===== config.mk =====
export PLATFORM = sky130hd
export DESIGN_NAME = object_motion_ctrl_flat
export DESIGN_NICKNAME = d
export VERILOG_FILES = /design/src/rtl/vga_pkg.sv /design/src/rtl/object_motion_ctrl_if.sv /design/src/rtl/btn_sync.sv /design/src/rtl/object_motion_ctrl.sv /design/src/flat_wrapper.sv
export SDC_FILE = /design/constraint.sdc
export NUM_CORES = 1
export LEC_CHECK = 0
export BUFFER_PORTS_ARGS = -buffer_cell sky130_fd_sc_hd__buf_2
export CAP_MARGIN = 20
export CORE_ASPECT_RATIO = 0.75
export CORE_MARGIN = 5
export CORE_UTILIZATION = 34
export DETAILED_ROUTE_END_ITERATION = 7
export PLACE_DENSITY_LB_ADDON = 0.1
export REMOVE_ABC_BUFFERS = 1
export SLEW_MARGIN = 20
export SYNTH_ARGS = -nofsm -noshare
export SYNTH_HDL_FRONTEND = slang
export SYNTH_SLANG_ARGS = --single-unit
export TNS_END_PERCENT = 20

===== constraint.sdc =====
create_clock -name clk -period 3.15 [get_ports clk]
set_input_delay 0.315 -clock clk [delete_from_list [all_inputs] [get_ports clk]]
set_output_delay 0.315 -clock clk [all_outputs]
set_load 0.03 [all_outputs]

===== src/rtl/vga_pkg.sv =====
// Shared VGA timing constants, button indices and motion-controller types.
// Also holds the direction-resolve and per-axis clamp helpers.
package vga_pkg;

    localparam int H_DISPLAY = 640;
    localparam int V_DISPLAY = 480;
    localparam int TICK_LINE = 481;

    localparam int BTN_UP    = 0;
    localparam int BTN_DOWN  = 1;
    localparam int BTN_LEFT  = 2;
    localparam int BTN_RIGHT = 3;

    typedef enum logic [2:0] {
        ST_IDLE,
        ST_SAMPLE,
        ST_MOVE_X,
        ST_MOVE_Y,
        ST_DONE
    } state_t;

    typedef struct packed {
        logic up;
        logic down;
        logic left;
        logic right;
    } dir_t;

    // Opposing buttons pressed together cancel out on that axis.
    function automatic dir_t resolve_dir(input logic [3:0] btn);
        dir_t d;
        d.up    = btn[BTN_UP]    & ~btn[BTN_DOWN];
        d.down  = btn[BTN_DOWN]  & ~btn[BTN_UP];
        d.left  = btn[BTN_LEFT]  & ~btn[BTN_RIGHT];
        d.right = btn[BTN_RIGHT] & ~btn[BTN_LEFT];
        return d;
    endfunction

    // One axis step, clamped to [0, limit]; the sum is 11 bits so it cannot wrap.
    function automatic logic [9:0] move_axis(input logic [9:0]  pos,
                                             input logic [10:0] step,
                                             input logic [9:0]  limit,
                                             input logic        inc,
                                             input logic        dec);
        logic [10:0] sum;
        sum = {1'b0, pos} + step;
        if (inc)
            return (sum > {1'b0, limit}) ? limit : sum[9:0];
        else if (dec)
            return ({1'b0, pos} < step) ? 10'd0 : pos - step[9:0];
        else
            return pos;
    endfunction

endpackage


===== src/rtl/object_motion_ctrl_if.sv =====
// Button/scan-line inputs and object position outputs of the motion controller.
// The controller takes the slave side; the environment takes the master side.
interface object_motion_ctrl_if;

    logic [3:0] push;
    logic [9:0] pixel_y;
    logic [9:0] obj_x;
    logic [9:0] obj_y;
    logic       frame_tick;
    logic       update_done;
    logic       fast;

    modport slave (
        input  push, pixel_y,
        output obj_x, obj_y, frame_tick, update_done, fast
    );

    modport master (
        output push, pixel_y,
        input  obj_x, obj_y, frame_tick, update_done, fast
    );

endinterface


===== src/rtl/btn_sync.sv =====
// Two-flop synchroniser for asynchronous push buttons, async active-low reset.
module btn_sync #(
    parameter int WIDTH = 4
) (
    input  logic             clk,
    input  logic             rst,
    input  logic [WIDTH-1:0] async_i,
    output logic [WIDTH-1:0] sync_o
);

    logic [WIDTH-1:0] meta_q;
    logic [WIDTH-1:0] sync_q;

    // NOTE: non-blocking so both stages shift on the same edge; blocking would collapse the chain into a single flop.
    always_ff @(posedge clk or negedge rst) begin
        if (!rst) begin
            meta_q <= '0;
            sync_q <= '0;
        end else begin
            meta_q <= async_i;
            sync_q <= meta_q;
        end
    end

    assign sync_o = sync_q;

endmodule


===== src/rtl/object_motion_ctrl.sv =====
// Per-frame object motion controller: samples buttons once per frame during
// vertical blanking and commits a clamped, optionally accelerated position.
module object_motion_ctrl #(
    parameter int H_DISPLAY    = vga_pkg::H_DISPLAY,
    parameter int V_DISPLAY    = vga_pkg::V_DISPLAY,
    parameter int OBJ_SIZE     = 16,
    parameter int STEP         = 2,
    parameter int ACCEL_FRAMES = 32,
    parameter int X_INIT       = 312,
    parameter int Y_INIT       = 232,
    parameter int TICK_LINE    = vga_pkg::TICK_LINE
) (
    input  logic                 clk,
    input  logic                 rst,
    object_motion_ctrl_if.slave  bus
);

    import vga_pkg::*;

    localparam logic [9:0]  X_LIMIT   = 10'(H_DISPLAY - OBJ_SIZE);
    localparam logic [9:0]  Y_LIMIT   = 10'(V_DISPLAY - OBJ_SIZE);
    localparam logic [10:0] STEP_SLOW = 11'(STEP);
    localparam logic [10:0] STEP_FAST = 11'(2 * STEP);
    localparam logic [5:0]  HOLD_MAX  = 6'(ACCEL_FRAMES);
    localparam logic [9:0]  TICK_Y    = 10'(TICK_LINE);

    logic [3:0]  btn_s;
    logic        line_hit;
    logic        line_hit_q;
    logic        frame_tick_q;
    state_t      state_q;
    dir_t        dir_q;
    dir_t        dir_d;
    logic [5:0]  hold_q;
    logic [5:0]  hold_d;
    logic        fast_q;
    logic        update_done_q;
    logic [9:0]  obj_x_q;
    logic [9:0]  obj_y_q;
    logic [9:0]  x_d;
    logic [9:0]  y_d;
    logic [10:0] step;

    btn_sync #(.WIDTH(4)) u_btn_sync (
        .clk     (clk),
        .rst     (rst),
        .async_i (bus.push),
        .sync_o  (btn_s)
    );

    // pixel_y sits on the tick line for many clocks; only its first cycle ticks.
    assign line_hit = (bus.pixel_y == TICK_Y);

    always_ff @(posedge clk or negedge rst) begin
        if (!rst) begin
            line_hit_q   <= 1'b0;
            frame_tick_q <= 1'b0;
        end else begin
            line_hit_q   <= line_hit;
            frame_tick_q <= line_hit & ~line_hit_q;
        end
    end

    // NOTE: every output of this block gets a value on every path, so no latch can be inferred.
    always_comb begin
        dir_d  = resolve_dir(btn_s);
        hold_d = '0;
        if (dir_d != '0)
            hold_d = (hold_q == HOLD_MAX) ? hold_q : hold_q + 6'd1;
        step = fast_q ? STEP_FAST : STEP_SLOW;
        x_d  = move_axis(obj_x_q, step, X_LIMIT, dir_q.right, dir_q.left);
        y_d  = move_axis(obj_y_q, step, Y_LIMIT, dir_q.down,  dir_q.up);
    end

    always_ff @(posedge clk or negedge rst) begin
        if (!rst) begin
            state_q       <= ST_IDLE;
            dir_q         <= '0;
            hold_q        <= '0;
            fast_q        <= 1'b0;
            update_done_q <= 1'b0;
            obj_x_q       <= 10'(X_INIT);
            obj_y_q       <= 10'(Y_INIT);
        end else begin
            update_done_q <= 1'b0;
            case (state_q)
                ST_IDLE: begin
                    if (frame_tick_q)
                        state_q <= ST_SAMPLE;
                end
                // fast is refreshed here so the saturating frame already moves at the fast step
                ST_SAMPLE: begin
                    dir_q   <= dir_d;
                    hold_q  <= hold_d;
                    fast_q  <= (hold_d == HOLD_MAX);
                    state_q <= ST_MOVE_X;
                end
                ST_MOVE_X: begin
                    obj_x_q <= x_d;
                    state_q <= ST_MOVE_Y;
                end
                ST_MOVE_Y: begin
                    obj_y_q       <= y_d;
                    update_done_q <= 1'b1;
                    state_q       <= ST_DONE;
                end
                ST_DONE: state_q <= ST_IDLE;
                default: state_q <= ST_IDLE;
            endcase
        end
    end

    assign bus.obj_x       = obj_x_q;
    assign bus.obj_y       = obj_y_q;
    assign bus.frame_tick  = frame_tick_q;
    assign bus.update_done = update_done_q;
    assign bus.fast        = fast_q;

endmodule


===== src/flat_wrapper.sv =====
// flat-port wrapper written by rule: the top's interface ports become plain ports
module object_motion_ctrl_flat import vga_pkg::*;
#(
    parameter int H_DISPLAY    = vga_pkg::H_DISPLAY,
    parameter int V_DISPLAY    = vga_pkg::V_DISPLAY,
    parameter int OBJ_SIZE     = 16,
    parameter int STEP         = 2,
    parameter int ACCEL_FRAMES = 32,
    parameter int X_INIT       = 312,
    parameter int Y_INIT       = 232,
    parameter int TICK_LINE    = vga_pkg::TICK_LINE
)
  (clk, rst, bus_push, bus_pixel_y, bus_obj_x, bus_obj_y, bus_frame_tick, bus_update_done, bus_fast);
  object_motion_ctrl_if bus_i ();
  input  logic clk;
  input  logic rst;
  input wire logic [$bits(bus_i.push)-1:0] bus_push;
  input wire logic [$bits(bus_i.pixel_y)-1:0] bus_pixel_y;
  output wire logic [$bits(bus_i.obj_x)-1:0] bus_obj_x;
  output wire logic [$bits(bus_i.obj_y)-1:0] bus_obj_y;
  output wire logic [$bits(bus_i.frame_tick)-1:0] bus_frame_tick;
  output wire logic [$bits(bus_i.update_done)-1:0] bus_update_done;
  output wire logic [$bits(bus_i.fast)-1:0] bus_fast;
  assign bus_i.push = bus_push;
  assign bus_i.pixel_y = bus_pixel_y;
  assign bus_obj_x = bus_i.obj_x;
  assign bus_obj_y = bus_i.obj_y;
  assign bus_frame_tick = bus_i.frame_tick;
  assign bus_update_done = bus_i.update_done;
  assign bus_fast = bus_i.fast;
  object_motion_ctrl #(.H_DISPLAY(H_DISPLAY), .V_DISPLAY(V_DISPLAY), .OBJ_SIZE(OBJ_SIZE), .STEP(STEP), .ACCEL_FRAMES(ACCEL_FRAMES), .X_INIT(X_INIT), .Y_INIT(Y_INIT), .TICK_LINE(TICK_LINE)) u_core (.clk(clk), .rst(rst), .bus(bus_i));
endmodule

# == Yosys cells after proc, flatten, opt, wreduce, memory -nomap -nowiden ==
# Index checks and enable logic that the tools add are counted.
# word_totals
register_bits,45
inputBits,16
output_inout_bits,23
elab_cells,60
# classes
add_sub_neg,5
order_cmp,4
eq_ne,7
n_mux,14
bitwise,10
n_reduce_logical,6
# op_table
operator,count
$mux W10,8
$add A10 B11 Y11,2
$lt A10 B11 Y1,2
$sub A10 B10 Y10,2
$eq A6 B6 Y1 const B,2
$mux W6,2
$pmux W3 S4,1
$gt A11 B10 Y1 const B,1
$gt A11 B9 Y1 const B,1
$eq A10 B9 Y1 const B,1
$add A6 B1 Y6 const B,1
$eq A3 B2 Y1 const B,2
$mux W3,2
$and A1 B1 Y1,5
$not A1 Y1,5
$reduce_and A2 Y1,2
$reduce_bool A2 Y1,2
$reduce_bool A4 Y1,1
$eq A3 B1 Y1 const B,1
$logic_not A3 Y1,1
$ne A2 B1 Y1 const B,1
$mux W1,1

# == Depth between registers and ports, before layout ==
# Gate-level depths: netlist of the first run.
# depth
ltp_word,5
mapped_depth,11
ltp_nobuf,10

# == Modules after synthesis ==
# From an unflattened synthesis of the first run, not the netlist that was laid out.
# unflattened
hier_cells,353
hier_area_um2,3114.2
# modules_own_cells
mod,n_inst,cells_each,area_each_um2,seq_area_each_um2
object_motion_ctrl,1,345,2914.0,885.8
btn_sync,1,8,200.2,200.2

# == Worst setup path before layout of the first run ==
# Ideal clock, no wire load.
# synth_timing
kind,flip-flop to flip-flop
start,register u_core.fast_q (netlist: u_core.bus.fast)
end,register u_core.obj_y_q[1] (netlist: u_core.bus.obj_y[1])
setup_time_ps,134
arrival_ps,3057
required_time_ps,3016
path_slack_ps,-42
stages_incl_launch_ff,12
path_buffers,1
period_less_slack_ps,3192
cell_sequence,dfrtp_1 inv_1 ha_1 inv_1 fa_1 buf_2 nand4b_1 or4_1 o211a_1 or3_1 a21oi_2 o41ai_1
# synth_between
elab_chain_len,5
word_cells_on_any_way,9
cone_classes,add/sub: 2; order compare: 2; mux: 5
# synth_lines
element,line_no,text
start: declaration,object_motion_ctrl.sv:36,logic fast_q;
start signal: assignment,object_motion_ctrl.sv:95,fast_q <= (hold_d == HOLD_MAX);
$mux W3 (*),object_motion_ctrl.sv:70,step = fast_q ? STEP_FAST : STEP_SLOW;
$add A10 B11 Y11 (tied with other cells),vga_pkg.sv:46,"sum = {1'b0, pos} + step;"
$gt A11 B9 Y1 / $mux W10 (equally long branches),"vga_pkg.sv:48, vga_pkg.sv:50",
"$mux W10, on equally long branches","vga_pkg.sv:48, vga_pkg.sv:49",
$mux W10 (*),vga_pkg.sv:47,if (inc)
end signal: assignment,object_motion_ctrl.sv:83,obj_y_q <= 10'(Y_INIT);
end signal: assignment,object_motion_ctrl.sv:103,obj_y_q <= y_d;
end: declaration,object_motion_ctrl.sv:39,logic [9:0] obj_y_q;
# Every way passes the cells marked *; elsewhere a longest branch is shown, timed or not. The select of a mux whose other input is x is not followed.
# A chain may end at the register's enable or synchronous reset.

# == Worst setup path in the final report of the first run ==
# layout_timing
start,register u_core.fast_q (netlist: u_core.bus.fast)
end,register u_core.obj_x_q[1] (netlist: u_core.bus.obj_x[1])
# layout_between
elab_chain_len,5
word_cells_on_any_way,9
cone_classes,add/sub: 2; order compare: 2; mux: 5
# layout_lines
element,line_no,text
$mux W3 (*),object_motion_ctrl.sv:70,
$add A10 B11 Y11 (tied with other cells),vga_pkg.sv:46,
$gt A11 B10 Y1 / $mux W10 (equally long branches),"vga_pkg.sv:48, vga_pkg.sv:50",
"$mux W10, on equally long branches","vga_pkg.sv:48, vga_pkg.sv:49",
$mux W10 (*),vga_pkg.sv:47,
end signal: assignment,object_motion_ctrl.sv:82,obj_x_q <= 10'(X_INIT);
end: declaration,object_motion_ctrl.sv:38,logic [9:0] obj_x_q;
# Marked as above.

==> out/qor.txt, run 1 <==
Status -> complete, no violations
Initial antenna violation count -> 0
N_diodes -> 0
Reg2Reg Depth -> 10
PortBufs -> 36
Syn avg cell area -> 8.69 sq um
FP Rows -> 30
Layout cells sized above 1 -> 19.7%
Worst EP required -> 3.33 ns
Synth Flop Type -> dfrtp_1
Die Area -> 11100 sq um
RSZ-0062 raised after global routing -> false
Crit path time final -> 2.90 ns
CP endpoint kind -> flip-flop
Yosys warnings -> 0
Via density -> 5.52
Max Clock Freq -> 345 MHz
Pre-antenna DRT Iters -> 4
Clk_lat worst skew -> 0.28 ns
Final ANT Viol Nets -> 0
Synthesized area -> 3090 sq um
Hold Vio Cnt, Final -> 0
Hold buffers post-CTS -> 0
Met1 Wirelength -> 4100 um
Initial Util -> 34.5%
Final wirelength -> 7830 um
Post-CTS sizing -> 0
Fin crit share -> 92.1%
Dpl hpwl -> 5860 um
PwrDens -> 751 nW/um^2
CP arrival -> 3.08 ns
Cell variety after synth -> 73
Clock Pin Slew Worst Setup and Hold Paths -> 0.06 ns
Final Power -> 2.68 mW
Die height -> 92.6 um
Nets -> 424
Clk sinks -> 43
Worst-path fanout max -> 7
WL/cell -> 15.6 um
CTS Root Cell -> clkbuf_16
H-tree depth -> 2
PnR worst setup slack -> 0.250 ns
GR Overflow Total -> 0
Bufs on Longest Clock Path -> 2
Top cell type's share of synthesized area -> 28.3%
Detailed-route via count -> 2778
GPL Wtd Cong -> 0.838
Final Skew -> 0.00702 ns
CORE AREA -> 8970 sq um
Worst-margin pin slew -> 0.624 ns
TNS Setup -> 0 ns
Setup bufs post-CTS -> 0
Gr usage total -> 14.4%
Max_slew headroom -> 58.2%
Vias in the first global route -> 2599
P&R area growth vs syn -> 15.2%
CTS tree -> done
Initial drt markers -> 214
Cell count after synthesis -> 356
Max-cap violations -> 0
Area contributors post-synth -> dfrtp_1 28%, dfstp_2 6.8%, ha_1 5.7%, nand2_1 4.6%, o21ai_0 3.9%
Seq/Total Area, Yosys -> 35.1%
Kind of start point of the critical path -> flip-flop
Uppermost layer routed -> met4
Dpl ws -> 0.284 ns
Met3 Wirelength -> 531 um
Async set-reset flop share out of synthesis -> 100%
Post-synth EDFFs -> 0
Top Ports -> 39
Chip width -> 120 um
Path type of the worst setup path -> reg2reg
Yosys top cell by area -> dfrtp_1
Detail Route met2 WL -> 3130 um
First-pass GRT wire length -> 13000 um
P_leak -> 1.52 nW
Slew Limit Fails -> 0
DR DRC count -> 0
Worst hold path type -> in2async
CTS buffer count -> 5
Worst vdd ir -> 0.253 mV
Largest net degree at the start of global routing -> 44
Hold slack -> 0.0256 ns
Count of final setup violators -> 0
#FFs+latches synth -> 43
## final timing paths
check                                         endpoint  slack [ns]                   startpoint
max                                u_core.bus.obj_x[1]        0.25              u_core.bus.fast
min                        u_core.u_btn_sync.meta_q[0]        0.03                          rst
max reg2reg                        u_core.bus.obj_x[1]        0.25              u_core.bus.fast
min reg2reg                u_core.u_btn_sync.sync_o[2]        0.35  u_core.u_btn_sync.meta_q[2]
max in group asynchronous          u_core.bus.obj_y[7]        2.74                          rst
min in group clk           u_core.u_btn_sync.meta_q[0]        0.14                  bus_push[0]
## critical path: stages, from the launching register on
cell,delay [ns]
dfrtp_1,0.38
inv_1,0.09
buf_4,0.16
ha_1,0.16
inv_1,0.05
fa_1,0.38
buf_4,0.17
o41a_1,0.43
o311ai_1,0.50
a211oi_1,0.16
o41ai_1,0.31
## per-layer routing
| metal | vias up | global-route usage (%) |
|---|---|---|
| met5 | - | 0 |
| met1 | 1296 | 22.0 |
| met3 | 5 | 2.75 |
| li1 | 1383 | - |
| met2 | 94 | 20.8 |
| met4 | 0 | 3.53 |
## metrics by stage
stage | instance area, sq um | util [%] | cells
2_1_floorplan | 3000 | - | 336
3_3_place_gp | 3400 | 37.9 | 495
3_5_place_dp | 3400 | 37.9 | 495
4_1_cts | 3560 | 39.7 | 503
5_1_grt | 3560 | 39.7 | 503
6_report | 3560 | 39.7 | 503
## final cells by class
cell class,instances,area (sq um)
tap,112,140
fill,896,5410
inverter,27,101
multi-input combinational,266,1810
sequential,43,1090
clock buffer,8,156
timing repair buffer,47,265
## state kept, by name (all words and copies together) (netlist names)
signal                    count
u_core.bus.frame_tick         1
u_core.bus.update_done        1
u_core.bus.obj_y              9
u_core.bus.fast               1
u_core.state_q                3
u_core.hold_q                 6
u_core.dir_q                  4
u_core.bus.obj_x              9
u_core.u_btn_sync.meta_q      4
u_core.u_btn_sync.sync_o      4
u_core.line_hit_q             1
## kinds of logic (layout without fill, tap and decap cells)
logic type | Yosys count | in the layout | synth area share, %
compound gates | 105 | 105 | 23.9
xor+xnor | 4 | 4 | 1.13
fa+ha+maj | 18 | 18 | 8.25
buf+inv | 48 | 82 | 6.39
flops | 43 | 43 | 35.1
mux | 11 | 11 | 3.80
other cells | 1 | 2 | 0.121
simple gates | 126 | 126 | 21.3
## report_power, final
part	internal [mW]	switching, mW	total, mW
registers	0.704	0.260	0.965
logic	0.465	0.705	1.17
clock network	0.338	0.204	0.541
## synth_stat cells (7+ instances only)
library cell  number
or3_1              8
clkbuf_1          13
nand2_1           38
nor3_1            15
a21oi_1           15
ha_1              14
nor2_1            24
inv_1             26
a31oi_1            7
dfrtp_1           35
o21ai_0           24
dfstp_2            8
## placed cells by master (no fill, tap or decap), types with 12 or more instances in the layout
cell,n
buf_4,12
buf_2,35
nor3_1,15
nor2_1,24
nand2_1,38
inv_1,26
o21ai_0,24
ha_1,14
a21oi_1,15
dfrtp_1,35
Note: power is estimated with default switching activity, not from simulation.
==> run 2, diff against run 1 <==
Settings changed: GPL_TIMING_DRIVEN set to 0.
==> run 2 against run 1 <==
  * Total power shrank 1.2%
  * Routed wire length decreased by 0.69%
  * Clock skew shrank 0.0022 ns
  * Clock power down 6.8%
  * Register-to-register slack lost 0.17 ns
  * Worst hold slack worse by 0.0041 ns
  * Fmax decreased by 5.7%
  * Final area rose by 0.98%
  * Critical path depth stayed put
  * Die area unchanged
  * Flip-flop and latch count is the same
  * Largest cell class unchanged
==> out/qor.txt, run 2 (synthesized netlist as in run 1, its figures left out) <==
Worst-path fanout max -> 10 (+3)
CORE AREA -> 8970 sq um (unchanged)
Reg2Reg Depth -> 10 (unchanged)
Worst flop-to-flop path startpoint -> u_core.bus.fast
FP Rows -> 30 (unchanged)
Chip width -> 120 um (unchanged)
Final core occ -> 40.1% (+0.39 points)
PnR worst setup slack -> 0.0751 ns (-0.175 ns)
Top Ports -> 39 (unchanged)
CTS tree -> done
RR Endpoint -> u_core.bus.obj_y[1]
Layout cells sized above 1 -> 21.6% (+2.0 points)
Clock Pin Slew Worst Setup and Hold Paths -> 0.06 ns (about the same)
Max Clock Freq -> 325 MHz (-5.7%)
PortBufs -> 36 (unchanged)
Vias in the first global route -> 2581 (-0.69%)
Fin crit share -> 97.6% (+5.5 points)
Path type of the worst setup path -> reg2reg
Slew Limit Fails -> 0 (unchanged)
Gr usage total -> 14.2% (-0.25 points)
Clk_lat worst skew -> 0.28 ns (about the same)
Bufs on Longest Clock Path -> 2 (unchanged)
First-pass GRT wire length -> 13100 um (+0.21%)
Initial drt markers -> 228 (+6.5%)
Post-route cell area -> 3600 sq um (+0.98%)
Nets -> 422 (-0.47%)
Post-Layout Cell Count -> 500 (-0.60%)
Worst-margin pin slew -> 0.858 ns (+0.234 ns)
WL/cell -> 15.5 um (about the same)
Clk sinks -> 43 (unchanged)
Dpl ws -> -0.467 ns (-0.752 ns)
Initial antenna violation count -> 0 (unchanged)
CTS Root Cell -> clkbuf_16
Initial Util -> 34.5% (unchanged)
Final ANT Viol Nets -> 0 (unchanged)
Final Power -> 2.64 mW (-1.2%)
Die height -> 92.6 um (unchanged)
DR DRC count -> 0 (unchanged)
Inst Count DP -> 484 (-2.2%)
RSZ-0062 raised after global routing -> true
Crit path time final -> 3.07 ns (+0.175 ns)
P&R area growth vs syn -> 16.3%
N_diodes -> 0 (unchanged)
Die Area -> 11100 sq um (unchanged)
Most common cell after layout, fill and taps aside -> nand2_1
Max-cap violations -> 0 (unchanged)
Dpl hpwl -> 5620 um (-4.1%)
Placed Instance Area -> 3320 sq um (-2.4%)
Hold Vio Cnt, Final -> 0 (unchanged)
Largest net degree at the start of global routing -> 44 (unchanged)
Pre-antenna DRT Iters -> 4 (unchanged)
Worst setup path end -> u_core.bus.obj_y[1]
Register-to-Register Setup Slack -> 0.08 ns (-0.17 ns)
Max_slew headroom -> 42.4% (-16 points)
CP arrival -> 3.20 ns (+0.12 ns)
H-tree depth -> 2 (unchanged)
TNS Setup -> 0 ns (unchanged)
Status -> complete, no violations
CP startpoint -> u_core.bus.fast
CTS buffer count -> 5 (unchanged)
Worst vdd ir -> 0.296 mV (+17%)
Final Skew -> 0.00482 ns (-0.00219 ns)
Worst hold path type -> in2async
Worst EP required -> 3.28 ns (-0.05 ns)
Final wirelength -> 7770 um (-0.69%)
PwrDens -> 735 nW/um^2 (-2.2%)
P_leak -> 1.51 nW (-1.1%)
Commonest non-fill, non-tap cells in the layout -> 38 x nand2_1, 35 x buf_2, 34 x dfrtp_1, 25 x inv_1, 24 x nor2_1
Detailed-route via count -> 2824 (+1.7%)
Kind of start point of the critical path -> flip-flop
Hold slack -> 0.0215 ns (-0.00413 ns)
GR Overflow Total -> 0 (unchanged)
CP endpoint kind -> flip-flop
GPL Wtd Cong -> 0.901 (+7.4%)
Count of final setup violators -> 0 (unchanged)
Via density -> 5.65 (+2.3%)
## run 2: cell types whose count changed in the layout (fill, tap and decap cells not counted), moves of 2 or more
cell,previous run,this run
nor4_1,3,1
buf_4,12,10
o21ai_1,1,3
fa_2,0,2
fa_1,4,2
o21ai_0,24,22
## run 2: final cells by class
| type | count | area, sq um |
|---|---|---|
| Tap cell | 112 | 140 |
| Sequential cell | 43 | 1090 |
| Fill cell | 915 | 5370 |
| Timing Repair Buffer | 45 | 250 |
| Multi-Input combinational cell | 266 | 1870 |
| Clock buffer | 6 | 139 |
| Clock inverter | 1 | 5.00 |
| Inverter | 27 | 105 |
## run 2: timing repair
item / 4_1_cts / 5_1_grt
pin swaps: 0 / 4
setup endpoints to repair: 15 / 11
setup buffers: 4 / 5
hold buffers: 0 / 0
endpoints found under the hold margin: 0 / 0
resized for setup: 9 / 4
## run 2: worst min-delay path by stage
stage                                        endpoint  slack [ns]                   startpoint
after floorplan                       u_core.bus.fast        0.02                          rst
after global placement    u_core.u_btn_sync.sync_o[2]        0.33  u_core.u_btn_sync.meta_q[2]
after detailed placement  u_core.u_btn_sync.sync_o[1]        0.34  u_core.u_btn_sync.meta_q[1]
after CTS                 u_core.u_btn_sync.meta_q[1]        0.14                  bus_push[1]
after global routing      u_core.u_btn_sync.sync_o[0]        0.08                          rst
final                     u_core.u_btn_sync.meta_q[0]        0.02                          rst
## run 2: layer usage
layer  share of wire, %  routed length, um  vias up  global-route usage (%)
li1                   -                  -     1372                       -
met1                 52               4020     1355                    22.7
met2                 40               3110       90                    19.4
met3                7.4                574        7                    2.56
met4               0.90                 70        0                    3.24
met5                  0                  0        -                       0
## run 2: critical path, cell delays in order (launching register included)
cell	delay, ns
dfrtp_2	0.45
clkinvlp_4	0.11
ha_1	0.19
inv_1	0.06
fa_2	0.43
nand4b_1	0.28
or4_1	0.52
o211a_1	0.15
or3_1	0.37
a21oi_4	0.24
o41ai_1	0.10
## run 2: where the power goes
| part | switching (mW) | internal (mW) |
|---|---|---|
| logic | 0.697 | 0.458 |
| registers | 0.279 | 0.704 |
| clock network | 0.195 | 0.309 |
| total | 1.17 | 1.47 |
==> run 3, diff against run 2 <==
Settings changed: PLACE_DENSITY set to 0.64, PLACE_DENSITY_LB_ADDON 0.1 to unset.
==> run 3 against run 2 <==
  * Sequential power fell by 0.5%
  * Total power grew 3.9%
  * Utilization grew 0.17 points
  * Global-route usage is 0.29 points lower
  * Clock skew decreased by 0.0027 ns
  * Sequential share of layout area fell by 0.13 points
  * Cell count is the same
  * Routed wire length decreased by 1.5%
  * Critical endpoint is now u_core.bus.obj_x[1]
  * Highest routed layer unchanged
==> out/qor.txt, run 3 (synthesized netlist as in run 1, its figures left out) <==
Worst vdd ir -> 0.315 mV (+6.3%)
Critical path cell sequence -> clkinvlp_4 > buf_6 > ha_1 > inv_1 > fa_2 > or3b_2 > a2111o_1 > o211ai_1 > o311ai_2 > a211oi_1 > o41ai_1
Sequential Area -> 1090 sq um (unchanged)
First-pass GRT wire length -> 12700 um (-3.0%)
DR DRC count -> 0 (unchanged)
Register-to-Register Setup Slack -> 0.12 ns (+0.04 ns)
Nets -> 421 (-0.24%)
Fin crit share -> 96.3% (-1.3 points)
CORE AREA -> 8970 sq um (unchanged)
Worst-path fanout max -> 6 (-4)
Gr usage total -> 13.9% (-0.29 points)
Met1 Wirelength -> 3860 um (-4.1%)
Max Clock Freq -> 330 MHz (+1.3%)
Largest net degree at the start of global routing -> 44 (unchanged)
Worst hold path type -> in2async
PwrDens -> 760 nW/um^2 (+3.5%)
Initial drt markers -> 161 (-29%)
CP peak stage delay -> 0.45 ns (-0.07 ns)
Kind of start point of the critical path -> flip-flop
Chip width -> 120 um (unchanged)
Hold buffers post-CTS -> 0 (unchanged)
RR Endpoint -> u_core.bus.obj_x[1]
CTS buffer count -> 5 (unchanged)
Count of final setup violators -> 0 (unchanged)
WL/cell -> 15.3 um (-1.5%)
Area of the multi-input gates -> 1860 sq um (-0.80%)
Die Area -> 11100 sq um (unchanged)
Clk sinks -> 43 (unchanged)
GR Overflow Total -> 0 (unchanged)
Detailed-route via count -> 2806 (-0.64%)
CP arrival -> 3.20 ns (about the same)
PnR worst setup slack -> 0.116 ns (+0.0407 ns)
Slew Limit Fails -> 0 (unchanged)
Hold Vio Cnt, Final -> 0 (unchanged)
Post-route cell area -> 3610 sq um (+0.42%)
Via density -> 5.61 (-0.64%)
Fill cells -> 870 (-4.9%)
Path type of the worst setup path -> reg2reg
CTS tree -> done
Crit path time final -> 3.03 ns (-0.0407 ns)
P&R area growth vs syn -> 16.8%
Vias in the first global route -> 2542 (-1.5%)
Reg2Reg Depth -> 11 (+1)
Status -> complete, no violations
Pre-antenna DRT Iters -> 4 (unchanged)
Final wirelength -> 7650 um (-1.5%)
Bufs on Longest Clock Path -> 2 (unchanged)
Final Power -> 2.75 mW (+3.9%)
FP Rows -> 30 (unchanged)
Final ANT Viol Nets -> 0 (unchanged)
Worst-margin pin slew -> 0.962 ns (+0.104 ns)
Die height -> 92.6 um (unchanged)
Top Family by Delay on Critical Path -> compound AO/OA/AOI/OAI gates
Max-cap violations -> 0 (unchanged)
CP Buf/Inv Count -> 3 (+1)
Commonest non-fill, non-tap cells in the layout -> 38 x nand2_1, 35 x buf_2, 34 x dfrtp_1, 25 x inv_1, 24 x nor2_1
Post-Layout Cell Count -> 500 (unchanged)
Initial Util -> 34.5% (unchanged)
Dpl hpwl -> 5500 um (-2.0%)
CP endpoint kind -> flip-flop
Layout cells sized above 1 -> 21.4% (-0.26 points)
N_diodes -> 0 (unchanged)
Inst Count DP -> 484 (unchanged)
Clock Pin Slew Worst Setup and Hold Paths -> 0.06 ns (about the same)
TNS Setup -> 0 ns (unchanged)
P_leak -> 1.52 nW (+0.80%)
PortBufs -> 36 (unchanged)
Met3 Wirelength -> 488 um (-15%)
Hold slack -> 0.00657 ns (-0.0149 ns)
RSZ-0062 raised after global routing -> true
Worst flop-to-flop path startpoint -> u_core.bus.fast
Dpl ws -> -0.423 ns (+0.0437 ns)
Top Ports -> 39 (unchanged)
Final Skew -> 0.00216 ns (-0.00266 ns)
Detail Route met2 WL -> 3230 um (+4.0%)
Max_slew headroom -> 35.4% (-7.0 points)
H-tree depth -> 2 (unchanged)
Worst EP required -> 3.32 ns (+0.04 ns)
Clk_lat worst skew -> 0.29 ns (about the same)
Uppermost layer routed -> met4
Initial antenna violation count -> 0 (unchanged)
CTS Root Cell -> clkbuf_16
Final core occ -> 40.3% (+0.17 points)
Placed Instance Area -> 3320 sq um (unchanged)
GPL Wtd Cong -> 0.897 (-0.39%)
Slowest cell on crit path -> dfrtp_2
Most common cell after layout, fill and taps aside -> nand2_1
==> run 3: how the worst max path moves through the flow <==
stage	startpoint	to	slack [ns]	depth (start not counted)
floorplan	u_core.bus.fast	u_core.bus.obj_y[1]	-0.08	10
global placement	u_core.bus.fast	u_core.bus.obj_y[1]	-0.39	10
detailed placement	u_core.bus.fast	u_core.bus.obj_y[2]	-0.42	10
CTS	u_core.bus.fast	u_core.bus.obj_x[7]	0.02	11
global route	u_core.bus.fast	u_core.bus.obj_y[1]	-0.02	10
finish	u_core.bus.fast	u_core.bus.obj_x[1]	0.12	11
==> run 3: what timing repair did <==
item | in CTS | in global routing
resized for setup | 7 | 6
pin swaps | 1 | 7
setup endpoints to repair | 15 | 11
buffers inserted | 2 | 6
==> run 3: area by class of cell <==
class	count	area share, %
clock inverters	2	1.07
multi-input cells	266	51.4
well taps	112	3.88
inverters	27	2.91
clock buffers	6	3.84
flip-flops and latches	43	30.1
repair buffers	44	6.82
==> run 3: where the power goes <==
group | switching, mW | internal, mW
combinational | 0.698 | 0.451
clock | 0.219 | 0.398
sequential | 0.274 | 0.704
total | 1.19 | 1.55
==> run 3: metal layers <==
layer	vias up	GRT usage, %
li1	1370	-
met1	1331	20.8
met2	98	20.4
met3	7	2.99
met4	0	3.15
met5	-	0
